[src/rtl/uart_pkg.sv]
// Shared types and constants for the multi-format UART receiver.
package uart_pkg;

    // Default number of oversample ticks per bit period.
    localparam int OVER_SAMPLE_DEF = 16;

    // Receiver frame states.
    typedef enum logic [2:0] {
        IDLE,
        START,
        DATA,
        PARITY,
        STOP,
        BREAK
    } rx_state_e;

    // Runtime parity selection; 2'b11 behaves like PAR_NONE.
    typedef enum logic [1:0] {
        PAR_NONE = 2'b00,
        PAR_EVEN = 2'b01,
        PAR_ODD  = 2'b10
    } parity_e;

    // 2-of-3 majority used for mid-bit noise rejection.
    function automatic logic maj3(input logic a, input logic b, input logic c);
        return (a & b) | (a & c) | (b & c);
    endfunction

endpackage

[src/rtl/uart_rx_sampler.sv]
// Line synchroniser and 3-tap majority vote around the bit centre.
// v is only meaningful on the tick where cnt == OVER_SAMPLE/2; it combines
// the two captured taps with the live synchronised line.
module uart_rx_sampler
    import uart_pkg::*;
#(
    parameter int OVER_SAMPLE = OVER_SAMPLE_DEF,
    parameter int CW          = $clog2(OVER_SAMPLE)
) (
    input  logic          i_clk,
    input  logic          i_rst_n,
    input  logic          i_stick,
    input  logic          i_rx_serial,
    input  logic [CW-1:0] cnt,
    output logic          rxs,
    output logic          v
);

    localparam logic [CW-1:0] TAP0 = CW'(OVER_SAMPLE / 2 - 2);
    localparam logic [CW-1:0] TAP1 = CW'(OVER_SAMPLE / 2 - 1);

    logic sync1, sync2;
    logic tap0, tap1;

    // Two-flop synchroniser for the asynchronous serial line, idling high.
    always_ff @(posedge i_clk or negedge i_rst_n) begin
        if (!i_rst_n) begin
            sync1 <= 1'b1;
            sync2 <= 1'b1;
        end else begin
            sync1 <= i_rx_serial;
            sync2 <= sync1;
        end
    end

    // Capture the two early vote taps just before the bit centre.
    always_ff @(posedge i_clk or negedge i_rst_n) begin
        if (!i_rst_n) begin
            tap0 <= 1'b1;
            tap1 <= 1'b1;
        end else if (i_stick) begin
            if (cnt == TAP0) tap0 <= sync2;
            if (cnt == TAP1) tap1 <= sync2;
        end
    end

    assign rxs = sync2;
    assign v   = maj3(tap0, tap1, sync2);

endmodule

[src/rtl/uart_rx_multi.sv]
// Parametrised UART receiver: SIZE_DATA data bits, optional parity,
// one or two stop bits, framing/break/overrun reporting.
// Output handshake: o_rx_valid is a single-cycle strobe with no ready;
// o_rx_data and all flags are meaningful only while it is high, flags read
// zero otherwise, and o_rx_data holds the last word between strobes.
// The internal 'state' signal is the observation point for the frame FSM.
module uart_rx_multi
    import uart_pkg::*;
#(
    parameter int SIZE_DATA   = 8,
    parameter int OVER_SAMPLE = OVER_SAMPLE_DEF
) (
    input  logic                 i_clk,
    input  logic                 i_rst_n,
    input  logic                 i_stick,
    input  logic                 i_rx_en,
    input  logic                 i_fifo_full,
    input  logic                 i_rx_serial,
    input  logic [1:0]           i_parity_mode,
    input  logic                 i_stop2,
    output logic [SIZE_DATA-1:0] o_rx_data,
    output logic                 o_rx_valid,
    output logic                 o_parity_err,
    output logic                 o_frame_err,
    output logic                 o_break,
    output logic                 o_overrun
);

    localparam int CNT_W = $clog2(OVER_SAMPLE);
    localparam int IDX_W = $clog2(SIZE_DATA + 1);
    localparam logic [CNT_W-1:0] CNT_MID  = CNT_W'(OVER_SAMPLE / 2);
    localparam logic [CNT_W-1:0] CNT_LAST = CNT_W'(OVER_SAMPLE - 1);
    localparam logic [IDX_W-1:0] IDX_LAST = IDX_W'(SIZE_DATA - 1);

    rx_state_e            state, state_next;
    logic [CNT_W-1:0]     cnt;
    logic [IDX_W-1:0]     idx;
    logic [SIZE_DATA-1:0] data;
    logic [1:0]           par_l;
    logic                 stop2_l;
    logic                 perr, ferr;
    logic                 rxs, v;
    logic                 tick_mid, tick_end, start_ok, par_en;
    logic                 final_stop, ferr_final, is_break, complete;

    uart_rx_sampler #(
        .OVER_SAMPLE(OVER_SAMPLE),
        .CW         (CNT_W)
    ) u_sampler (
        .i_clk      (i_clk),
        .i_rst_n    (i_rst_n),
        .i_stick    (i_stick),
        .i_rx_serial(i_rx_serial),
        .cnt        (cnt),
        .rxs        (rxs),
        .v          (v)
    );

    assign tick_mid   = i_stick && (cnt == CNT_MID);
    assign tick_end   = i_stick && (cnt == CNT_LAST);
    assign start_ok   = i_stick && !rxs && i_rx_en && !i_fifo_full;
    assign par_en     = (par_l == PAR_EVEN) || (par_l == PAR_ODD);
    assign final_stop = !stop2_l || (idx == IDX_W'(1));
    assign ferr_final = ferr || !v;
    assign is_break   = (data == '0) && ferr_final;

    // State register.
    always_ff @(posedge i_clk or negedge i_rst_n) begin
        if (!i_rst_n) state <= IDLE;
        else          state <= state_next;
    end

    // Next-state decode; completion fires at the centre of the final stop bit
    // so a start edge immediately after the stop bit is not missed.
    always_comb begin
        state_next = state;
        complete   = 1'b0;
        case (state)
            IDLE:   if (start_ok) state_next = START;
            START: begin
                if (tick_mid && v)  state_next = IDLE;
                else if (tick_end)  state_next = DATA;
            end
            DATA:   if (tick_end && idx == IDX_LAST) state_next = par_en ? PARITY : STOP;
            PARITY: if (tick_end) state_next = STOP;
            STOP: begin
                if (tick_mid && final_stop) begin
                    complete   = 1'b1;
                    state_next = (is_break && !rxs) ? BREAK : IDLE;
                end
            end
            BREAK:  if (i_stick && rxs) state_next = IDLE;
            default: state_next = IDLE;
        endcase
    end

    // Bit timing, bit index, shift register, config latch and error accumulators.
    always_ff @(posedge i_clk or negedge i_rst_n) begin
        if (!i_rst_n) begin
            cnt     <= '0;
            idx     <= '0;
            data    <= '0;
            par_l   <= PAR_NONE;
            stop2_l <= 1'b0;
            perr    <= 1'b0;
            ferr    <= 1'b0;
        end else begin
            if (state_next == IDLE) cnt <= '0;
            else if (i_stick)       cnt <= (cnt == CNT_LAST) ? '0 : cnt + 1'b1;

            if (state_next == IDLE)              idx <= '0;
            else if (tick_end && state == DATA)  idx <= (idx == IDX_LAST) ? '0 : idx + 1'b1;
            else if (tick_end && state == STOP)  idx <= idx + 1'b1;

            if (state == IDLE && state_next == START) begin
                par_l   <= i_parity_mode;
                stop2_l <= i_stop2;
                perr    <= 1'b0;
                ferr    <= 1'b0;
            end

            // LSB arrives first, so shifting in from the top leaves it at bit 0.
            if (state == DATA && tick_mid)   data <= {v, data[SIZE_DATA-1:1]};
            if (state == PARITY && tick_mid) perr <= (par_l == PAR_ODD) ? ~(^data ^ v) : (^data ^ v);
            if (state == STOP && tick_mid)   ferr <= ferr_final;
        end
    end

    // Registered result strobe; flags are gated so they read zero between frames.
    always_ff @(posedge i_clk or negedge i_rst_n) begin
        if (!i_rst_n) begin
            o_rx_data    <= '0;
            o_rx_valid   <= 1'b0;
            o_parity_err <= 1'b0;
            o_frame_err  <= 1'b0;
            o_break      <= 1'b0;
            o_overrun    <= 1'b0;
        end else begin
            o_rx_valid   <= complete;
            o_parity_err <= complete & perr;
            o_frame_err  <= complete & ferr_final;
            o_break      <= complete & is_break;
            o_overrun    <= complete & i_fifo_full;
            if (complete) o_rx_data <= data;
        end
    end

endmodule

[config.mk]
export PLATFORM = sky130hd
export DESIGN_NAME = uart_rx_multi
export DESIGN_NICKNAME = d
export VERILOG_FILES = /design/src/rtl/uart_pkg.sv /design/src/rtl/uart_rx_sampler.sv /design/src/rtl/uart_rx_multi.sv
export SDC_FILE = /design/constraint.sdc
export NUM_CORES = 1
export LEC_CHECK = 0
export CAP_MARGIN = 5
export CORE_MARGIN = 8
export CORE_UTILIZATION = 24
export DETAILED_ROUTE_END_ITERATION = 6
export PLACE_DENSITY_LB_ADDON = 0.2
export SYNTH_ARGS = -nofsm -noshare
export SYNTH_HDL_FRONTEND = slang
export SYNTH_SLANG_ARGS = --single-unit
[constraint.sdc]
create_clock -name i_clk -period 2.8 [get_ports i_clk]
set_clock_uncertainty 0.2 [all_clocks]
set_input_delay 0.42 -clock i_clk [delete_from_list [all_inputs] [get_ports i_clk]]
set_output_delay 0.42 -clock i_clk [all_outputs]
set_load 0.02 [all_outputs]
==> run_results.csv, run 1 <==
group,metric,value,unit
pwr,power.share.combinational,26.3,%
final_layout,syn2layout_area_growth,20.2,%
routing,drt_iter0_markers,71,
synth,synth_top_area_cell,"dfrtp_1",
worst_setup_path,critPathSlowestCell,"dfrtp_1",
worst_setup_path,r2r_slack,0.59,ns
routing,viasPerCell,4.28,
routing,drt-pass1-iter-count,4,
grt,overflow,0,
synth,synthesis.area,2090,sq um
sta,setup_violations,0,
final_layout,nets,231,
clocking,clk_path_buf_depth,2,
final_layout,layout-drive-gt1-share,17.8,%
place,finalWeightedCongestion,0.817,
floorplanning,initial_core_util,24.3,%
synth,synth_flop_cell,"dfrtp_1",
clocking,ctsResizeCount,0,
clocking,cts_setup_buffers,0,
sta,rsz0062_at_grt,"no",
clocking,cts_tree,"done",
pwr,seqPwrFrac,48.8,%
floorplanning,die_w,109,um
worst_setup_path,path_max_fanout,12,
floorplanning,die_h,109,um
clocking,hold_buffers,0,
worst_setup_path,criticalPathCategory,"reg2reg",
pwr,finalPower,1630,uW
final_layout,diodes,0,
floorplanning,die_area,11900,sq um
sta,post-route-period-util,78.8,%
worst_setup_path,worst_setup_path_start_kind,"register",
synth,ys_seq_elements,41,
pwr,p_switching,566,uW
grt,grt_use_total,7.72,%
routing,drc_errors,0,
floorplanning,rows,34,
worst_setup_path,critPathMaxStageDelay,0.42,ns
grt,grt_max_degree,42,
clocking,insertion_delay,0.30,ns
pwr,power_frac_clock,24.9,%
grt,grt_first_pass_wirelength,7.15,mm
sta,hold_viol,0,
worst_setup_path,cp_num_buf_inv,2,
floorplanning,pin_count,22,
sta,setup_tns,0,ns
worst_setup_path,crit_family,"flip-flops",
worst_setup_path,crit_arrival,2.19,ns
hold_path,hold_class,"in2async",
pwr,vdd_drop_max,211,uV
synth,ys_seq_area_share,49.4,%
floorplanning,coreArea,8590,sq um
pwr,powerDensity,649,nW/um^2
worst_setup_path,worstPathCellList,"inv_1, ha_1, or3b_1, a211oi_4, buf_4, mux2_2",
grt,antenna_found_initial,0,
synth,avgSynthCellArea,11.2,sq um
synth,ys_warn_count,0,
synth,synth_edf_count,0,
place,placed_area,2420,sq um
pwr,sw_frac_of_total,34.8,%
clocking,clockRootBuffer,"clkbuf_8",
place,portBuffers,21,
sta,period_minus_slack,2.21,ns
worst_setup_path,required,2.78,ns
routing,final_antenna_net_count,0,
outcome,status,"finished, final reports clean",
synth,synth_top_area_share,44.4,%
synth,ys_types,45,
routing,wl_per_cell,13.6,um
pwr,p_int,1060,uW
pwr,power.leakage,0.00108,uW
synth,async_reset_ff_share,100,%
run,cap_violations,0,
worst_setup_path,endpoint_kind,"register",
clocking,cts_sinks,41,
sta,slew_violations,0,
sta,slew_headroom,38.2,%
sta,worst_pin_slew,0.928,ns
routing,vias,1374,
synth,synth_area_leaders,"dfrtp_1 (44%), mux2_2 (6.5%), ha_1 (6.0%)",
clocking,htreeDepth,2,
synth,syn-num-nets,206,
place,dp_hpwl,3.17,mm
synth,syn-instance-count,187,
sta,max_clock_freq,453,MHz
clocking,clk_pin_slew,0.09,ns
final_layout,final_area,2510,sq um
routing,wl,4.35,mm
clocking,cts_buffers,5,
grt,grt_pass1_vias,1413,
layer usage:
layer  wire length [um]  vias up  GRT usage (%)
li1                   -      694              -
met1               2120      652           9.64
met2               2010       21           12.1
met3                144        7           1.83
met4                 81        0           4.15
met5                  0        -              0
cells in the mapped netlist (all sizes together), types with 3 or more instances:
| master | instances |
|---|---|
| a21oi | 7 |
| and2 | 4 |
| buf | 6 |
| dfrtp | 37 |
| dfstp | 4 |
| ha | 10 |
| inv | 16 |
| mux2 | 12 |
| nand2 | 16 |
| nand3 | 8 |
| nand4 | 4 |
| nor2 | 8 |
| o21ai | 12 |
| or3b | 3 |
| xnor2 | 5 |
| xor2 | 3 |
worst reg2reg max path, cell delays in order, from the launching register on:
cell and delay, ns:
dfrtp_1 0.42, inv_1 0.07, ha_1 0.12, or3b_1 0.41, a211oi_4 0.29, buf_4 0.24, mux2_2 0.35
cell families after synthesis:
kind of cell / Yosys count / share of synthesized area [%]
buf+inv: 23 / 4.74
compound gates: 31 / 10.5
simple gates: 59 / 18.1
flops: 41 / 49.4
xor+xnor: 8 / 3.36
mux: 14 / 7.43
fa+ha+maj: 11 / 6.47
path summary, 6_finish.rpt:
kind | startpoint | end | depth (start not counted)
max | idx[1] | o_rx_data[4] | 6
min | i_rst_n | idx[3] | 1
max reg2reg | idx[1] | o_rx_data[4] | 6
min reg2reg | u_sampler.sync1 | u_sampler.rxs | 0
max in group asynchronous | i_rst_n | cnt[0] | 1
min in group i_clk | u_sampler.sync1 | u_sampler.rxs | 0
flip-flops by register name (all words and copies together), names as in the netlist:
name	count
u_sampler.tap0	1
state	3
par_l	2
o_overrun	1
o_rx_valid	1
o_frame_err	1
stop2_l	1
u_sampler.rxs	1
cnt	4
o_rx_data	8
idx	4
perr	1
u_sampler.sync1	1
ferr	1
o_parity_err	1
data	8
u_sampler.tap1	1
o_break	1
power by group through the flow:
stage	Sequential [uW]	Combinational, uW	Clock (uW)
final	794	428	406
after global routing	810	487	437
after floorplan	759	353	0
after CTS	793	436	427
after global placement	802	439	0
after detailed placement	803	434	0
stage by stage:
| stage | setup slack [ns] | std cells | hold slack, ns | utilization [%] |
|---|---|---|---|---|
| finish | 0.595 | 321 | 0.0593 | 29.2 |
| floorplan | 0.696 | 187 | -0.0756 | - |
| detailed placement | 0.334 | 313 | 0.147 | 28.1 |
| CTS | 0.571 | 321 | 0.0908 | 29.2 |
| global placement | 0.367 | 313 | 0.147 | 28.1 |
| global route | 0.502 | 321 | 0.132 | 29.2 |
final cells by class:
class / instances / area, sq um
sequential: 41 / 1030
fill: 900 / 6080
timing repair buffer: 25 / 235
multi-input combinational: 123 / 957
tap: 108 / 135
inverter: 16 / 60.1
clock inverter: 3 / 21.3
clock buffer: 5 / 68.8
cells in the final DEF, fill, tap and decap left out, drive strengths merged, types with 7 or more instances in the layout:
cell           instances
o21ai                 12
nand3                  8
mux2                  12
a21oi                  7
dfrtp                 37
nor2                   8
inv                   17
clkdlybuf4s50         20
nand2                 16
ha                    10
Note: power is estimated with default switching activity, not from simulation.
==> inputs of run 2 (changes only) <==
==> constraint.sdc (replaced) <==
create_clock -name i_clk -period 2.1 [get_ports i_clk]
set_clock_uncertainty 0.2 [all_clocks]
set_input_delay 0.315 -clock i_clk [delete_from_list [all_inputs] [get_ports i_clk]]
set_output_delay 0.315 -clock i_clk [all_outputs]
set_load 0.02 [all_outputs]
==> run 2 against run 1 <==
Against the previous run: die area unchanged; count of clock-buffer cells in the layout up 2; routed wire length up 6.8%; via count rose by 8.6%; sequential power grew 28%; design area increased by 11%; flip-flop and latch count is the same; first-iteration DRC count decreased by 44%; non-clock buffer count rose by 28; clock power grew 36%; register-to-register slack worse by 0.59 ns; sequential share of layout area down 4.1 points; critical endpoint is now o_rx_data[7].
==> run_results.csv, run 2 (synthesized netlist as in run 1, its figures left out) <==
group,metric,value,unit
place,dp_hpwl,3.59,mm
clocking,htreeDepth,2,
floorplanning,pin_count,22,
routing,wl,4.65,mm
final_layout,nets,259,
worst_setup_path,criticalPathCategory,"reg2reg",
grt,grt_max_degree,23,
final_layout,diodes,0,
floorplanning,die_h,109,um
sta,rsz0062_at_grt,"yes",
clocking,cts_sinks,41,
grt,grt_first_pass_wirelength,7.87,mm
final_layout,top_regs,"data: 8 flops, o_rx_data: 8 flops",
routing,drt_iter0_markers,40,
routing,viasPerCell,4.28,
sta,slew_headroom,67.8,%
place,finalWeightedCongestion,0.800,
hold_path,min_from,"u_sampler.sync1",
grt,antenna_found_initial,0,
routing,wl_per_cell,13.3,um
final_layout,fin_cells,349,
worst_setup_path,reg2reg_from,"idx[1]",
floorplanning,rows,34,
floorplanning,initial_core_util,24.3,%
clocking,clk_pin_slew,0.08,ns
place,dp_cells,340,
hold_path,hold_class,"reg2reg",
sta,period_minus_slack,2.10,ns
worst_setup_path,crit_arrival,2.09,ns
worst_setup_path,required,2.09,ns
final_layout,layout_common_cells,"dfrtp_1 (37), buf_4 (28), clkdlybuf4s50_1 (20)",
outcome,status,"finished, final reports clean",
sta,worst_pin_slew,0.484,ns
grt,overflow,0,
final_layout,layout-drive-gt1-share,28.6,%
pwr,power.leakage,0.00123,uW
hold_path,whs_endpoint,"u_sampler.rxs",
floorplanning,die_w,109,um
worst_setup_path,r2r_slack,0.0008,ns
routing,drt-pass1-iter-count,4,
sta,setup_tns,0,ns
routing,final_antenna_net_count,0,
clocking,clk_path_buf_depth,2,
clocking,cts_buffers,5,
pwr,powerDensity,858,nW/um^2
final_layout,syn2layout_area_growth,33.7,%
place,portBuffers,21,
floorplanning,coreArea,8590,sq um
worst_setup_path,rr_worst_depth,6,
run,cap_violations,0,
clocking,clockRootBuffer,"clkbuf_8",
hold_path,hold_depth,0,
sta,max_clock_freq,476,MHz
pwr,vdd_drop_max,214,uV
grt,grt_pass1_vias,1563,
grt,grt_use_total,8.51,%
worst_setup_path,path_max_fanout,10,
sta,setup_violations,0,
clocking,insertion_delay,0.30,ns
routing,vias,1492,
final_layout,layout_commonest_cell,"dfrtp_1",
clocking,cts_tree,"done",
floorplanning,die_area,11900,sq um
sta,slew_violations,0,
worst_setup_path,worstReg2RegEnd,"o_rx_data[7]",
worst_setup_path,endpoint_kind,"register",
routing,drc_errors,0,
worst_setup_path,worst_setup_path_start_kind,"register",
sta,hold_viol,0,
sta,post-route-period-util,100,%
==> run 2: changes by cell type in the layout (fill, tap and decap cells not counted), moves of 2 or more <==
cell	delta
buf_12	+2
mux2_4	+2
buf_4	+24
mux2_2	-2
==> run 2: final cells by class <==
type | instances | area (sq um)
clock buffers | 7 | 86.3
clock inverters | 1 | 7.51
fillers | 926 | 5800
inverters | 16 | 60.1
multi-input cells | 123 | 993
flip-flops and latches | 41 | 1030
well taps | 108 | 135
repair buffers | 53 | 477
==> run 2: worst max-delay path by stage <==
stage	startpoint	to	slack (ns)	cells after the start
after floorplan	idx[1]	o_rx_data[0]	0.02	6
after global placement	i_stick	idx[0]	-0.21	7
after detailed placement	i_stick	idx[3]	-0.21	8
after CTS	idx[1]	o_rx_data[7]	-0.02	6
after global routing	idx[1]	idx[3]	-0.08	8
final	idx[1]	o_rx_data[7]	0.0008	6
==> run 2: per-layer routing <==
| layer | GRT usage, % | wire length (um) |
|---|---|---|
| met5 | 0 | 0 |
| met1 | 10.8 | 2170 |
| met4 | 4.34 | 109 |
| met2 | 13.0 | 2180 |
| met3 | 2.25 | 183 |
==> run 2: power breakdown <==
| part | total [uW] | switching (uW) | internal, uW | leakage, uW |
|---|---|---|---|---|
| Clock | 552 | 285 | 267 | 0.0000445 |
| Sequential | 1020 | 104 | 912 | 0.000542 |
| Combinational | 826 | 403 | 422 | 0.000641 |
| Total | 2390 | 792 | 1600 | 0.00123 |
==> run 2: critical path, cell delays in order (launching register included) <==
cell      delay [ns]
dfrtp_1         0.38
inv_1           0.05
ha_1            0.14
or3b_4          0.40
a211oi_4        0.31
buf_12          0.18
mux2_2          0.33
==> run 2: per-stage QoR <==
stage          hold WS [ns]  setup slack, ns  cell area, sq um  total power, uW  util, %
3_3_place_gp          0.104           -0.208              2650             1820     30.8
3_5_place_dp          0.110           -0.214              2650             1820     30.8
6_report              0.159         0.000825              2790             2390     32.5
4_1_cts               0.162          -0.0159              2760             2410     32.1
5_1_grt               0.167          -0.0772              2790             2550     32.5
2_1_floorplan        -0.181           0.0173              2090             1480        -
==> run 2: repair_timing <==
action                                  in CTS  in global routing
pin swaps                                    1                  2
endpoints found under the setup margin      18                 17
gates cloned                                 0                  0
endpoints found under the hold margin       17                  0
hold buffers                                 1                  0
resized for setup                            3                  6
setup buffers                                1                  0
==> inputs of run 3 (changes only) <==
--- a/config.mk
+++ b/config.mk
@@ -7,7 +7,7 @@
 export LEC_CHECK = 0
 export CAP_MARGIN = 5
 export CORE_MARGIN = 8
-export CORE_UTILIZATION = 24
+export CORE_UTILIZATION = 37
 export DETAILED_ROUTE_END_ITERATION = 6
 export PLACE_DENSITY_LB_ADDON = 0.2
 export SYNTH_ARGS = -nofsm -noshare
==> constraint.sdc (replaced) <==
create_clock -name i_clk -period 1.7 [get_ports i_clk]
set_clock_uncertainty 0.2 [all_clocks]
set_input_delay 0.255 -clock i_clk [delete_from_list [all_inputs] [get_ports i_clk]]
set_output_delay 0.255 -clock i_clk [all_outputs]
set_load 0.02 [all_outputs]
==> run 3 against run 2 <==
Against the previous run: the flow now finishes with violations (setup timing); worst hold slack better by 0.0056 ns; register-to-register slack worse by 0.41 ns; power is 29% higher; cell count down 4.9%; critical path depth increased by 2; sequential power increased by 24%; setup slack got worse by 0.41 ns; highest routed layer unchanged.
==> run_results.csv, run 3 (synthesized netlist as in run 1, its figures left out) <==
group,metric,value,unit
outcome,status,"complete, but fails checks",
outcome,violations,"setup timing",
routing,drt_iter0_markers,39,
place,dp_hpwl,3.40,mm
grt,overflow,0,
place,finalWeightedCongestion,0.831,
routing,drc_errors,0,
final_layout,nets,278,
final_layout,n_fill_cell,497,
final_layout,layout_commonest_cell,"buf_4",
clocking,cts_sinks,41,
run,cap_violations,0,
floorplanning,coreArea,5470,sq um
worst_setup_path,criticalPathCategory,"reg2reg",
routing,drt-pass1-iter-count,4,
clocking,cts_buffers,5,
final_layout,layout-drive-gt1-share,41.5,%
pwr,vdd_drop_max,676,uV
routing,vias,1572,
grt,grt_pass1_vias,1619,
floorplanning,pin_count,22,
place,portBuffers,21,
clocking,clk_path_buf_depth,2,
sta,period_minus_slack,2.11,ns
pwr,power.leakage,0.00153,uW
worst_setup_path,reg2reg_from,"idx[1]",
hold_path,hold_depth,0,
floorplanning,die_w,91.1,um
final_layout,syn2layout_area_growth,47.3,%
grt,grt_first_pass_wirelength,7.51,mm
worst_setup_path,required,1.70,ns
sta,fin_hold_ws,0.165,ns
worst_setup_path,path_max_fanout,2,
final_layout,fin_util,56.2,%
worst_setup_path,endpoint_kind,"register",
worst_setup_path,worst_setup_path_start_kind,"register",
grt,grt_max_degree,23,
grt,antenna_found_initial,0,
sta,post-route-period-util,124,%
sta,setup_violations,27,
worst_setup_path,worstReg2RegEnd,"idx[3]",
floorplanning,rows,27,
final_layout,top_regs,"data: 8 flops, o_rx_data: 8 flops",
clocking,insertion_delay,0.29,ns
clocking,clk_pin_slew,0.08,ns
sta,setup_tns,-7.49,ns
worst_setup_path,crit_arrival,2.12,ns
sta,timing.final.ws_setup,-0.412,ns
clocking,htreeDepth,2,
hold_path,min_from,"u_sampler.sync1",
clocking,clockRootBuffer,"clkbuf_8",
sta,slew_violations,0,
sta,max_clock_freq,473,MHz
worst_setup_path,critPathSlowestCell,"or3b_4",
final_layout,layout_common_cells,"buf_4 (41), dfrtp_1 (35), nand2_1 (15)",
worst_setup_path,critPathMaxStageDelay,0.40,ns
sta,worst_pin_slew,0.508,ns
sta,hold_viol,0,
floorplanning,die_h,91.1,um
worst_setup_path,worstPathCellList,"inv_1, ha_1, or3b_4, a211oi_4, o2bb2ai_2, nor4_4, buf_4, nor3_2",
routing,wl_per_cell,13.7,um
clocking,cts_tree,"done",
hold_path,hold_class,"reg2reg",
worst_setup_path,r2r_slack,-0.41,ns
routing,final_antenna_net_count,0,
floorplanning,initial_core_util,38.1,%
grt,grt_use_total,11.2,%
worst_setup_path,crit_family,"simple AND/OR/NAND/NOR gates",
floorplanning,die_area,8300,sq um
final_layout,diodes,0,
worst_setup_path,cp_num_buf_inv,2,
pwr,powerDensity,1010,nW/um^2
routing,wl,4.56,mm
routing,viasPerCell,4.73,
worst_setup_path,rr_worst_depth,8,
hold_path,whs_endpoint,"u_sampler.rxs",
sta,slew_headroom,66.1,%
place,pre_cts_ws,-0.574,ns
sta,rsz0062_at_grt,"yes",
run 3: worst max path at each step:
stage            start            to  slack (ns)  cells past startpoint
2_1_floorplan   idx[1]  o_rx_data[0]       -0.32                      6
3_3_place_gp   i_stick        cnt[3]       -0.54                      7
3_5_place_dp   i_stick        idx[0]       -0.57                      7
4_1_cts         idx[1]        idx[3]       -0.41                      8
5_1_grt         idx[1]        idx[3]       -0.48                      8
6_report        idx[1]        idx[3]       -0.41                      8
run 3: what timing repair did:
action,in CTS,in global routing
hold buffers,1,0
gates resized for setup,21,34
endpoints found under the hold margin,17,0
setup endpoints to repair,44,42
pin swaps,5,7
buffers inserted,1,4
run 3: where the power goes:
group          switching, uW  total (uW)  internal, uW
registers                130        1260          1130
clock network            340         670           329
logic                    545        1160           620
run 3: per-layer routing:
layer	track usage (%)	vias up	wire length, um
li1	-	793	-
met1	12.3	760	1990
met2	19.7	17	2360
met3	4.20	2	187
met4	2.86	0	25
met5	0	-	0
run 3: cell type report:
cell class	count	area (sq um)	share of cell area (%)
Clock buffer	6	82.6	2.69
Clock inverter	2	13.8	0.448
Inverter	16	60.1	1.95
Multi-Input combinational cell	123	1150	37.4
Sequential cell	41	1030	33.6
Tap cell	72	90.1	2.93
Timing Repair Buffer	72	646	21.0
run 3: metrics by stage:
| step | total power (uW) | cells | cell area (sq um) |
|---|---|---|---|
| 2_1_floorplan | 1870 | 187 | 2130 |
| 3_3_place_gp | 2300 | 320 | 2760 |
| 3_5_place_dp | 2300 | 320 | 2760 |
| 4_1_cts | 3030 | 329 | 2900 |
| 5_1_grt | 3290 | 332 | 3070 |
| 6_report | 3090 | 332 | 3070 |
run 3: worst register-to-register path, cell delays in order, from the launching register on:
cell       delay, ns
dfrtp_1         0.38
inv_1           0.06
ha_1            0.13
or3b_4          0.40
a211oi_4        0.31
o2bb2ai_2       0.17
nor4_4          0.07
buf_4           0.14
nor3_2          0.17
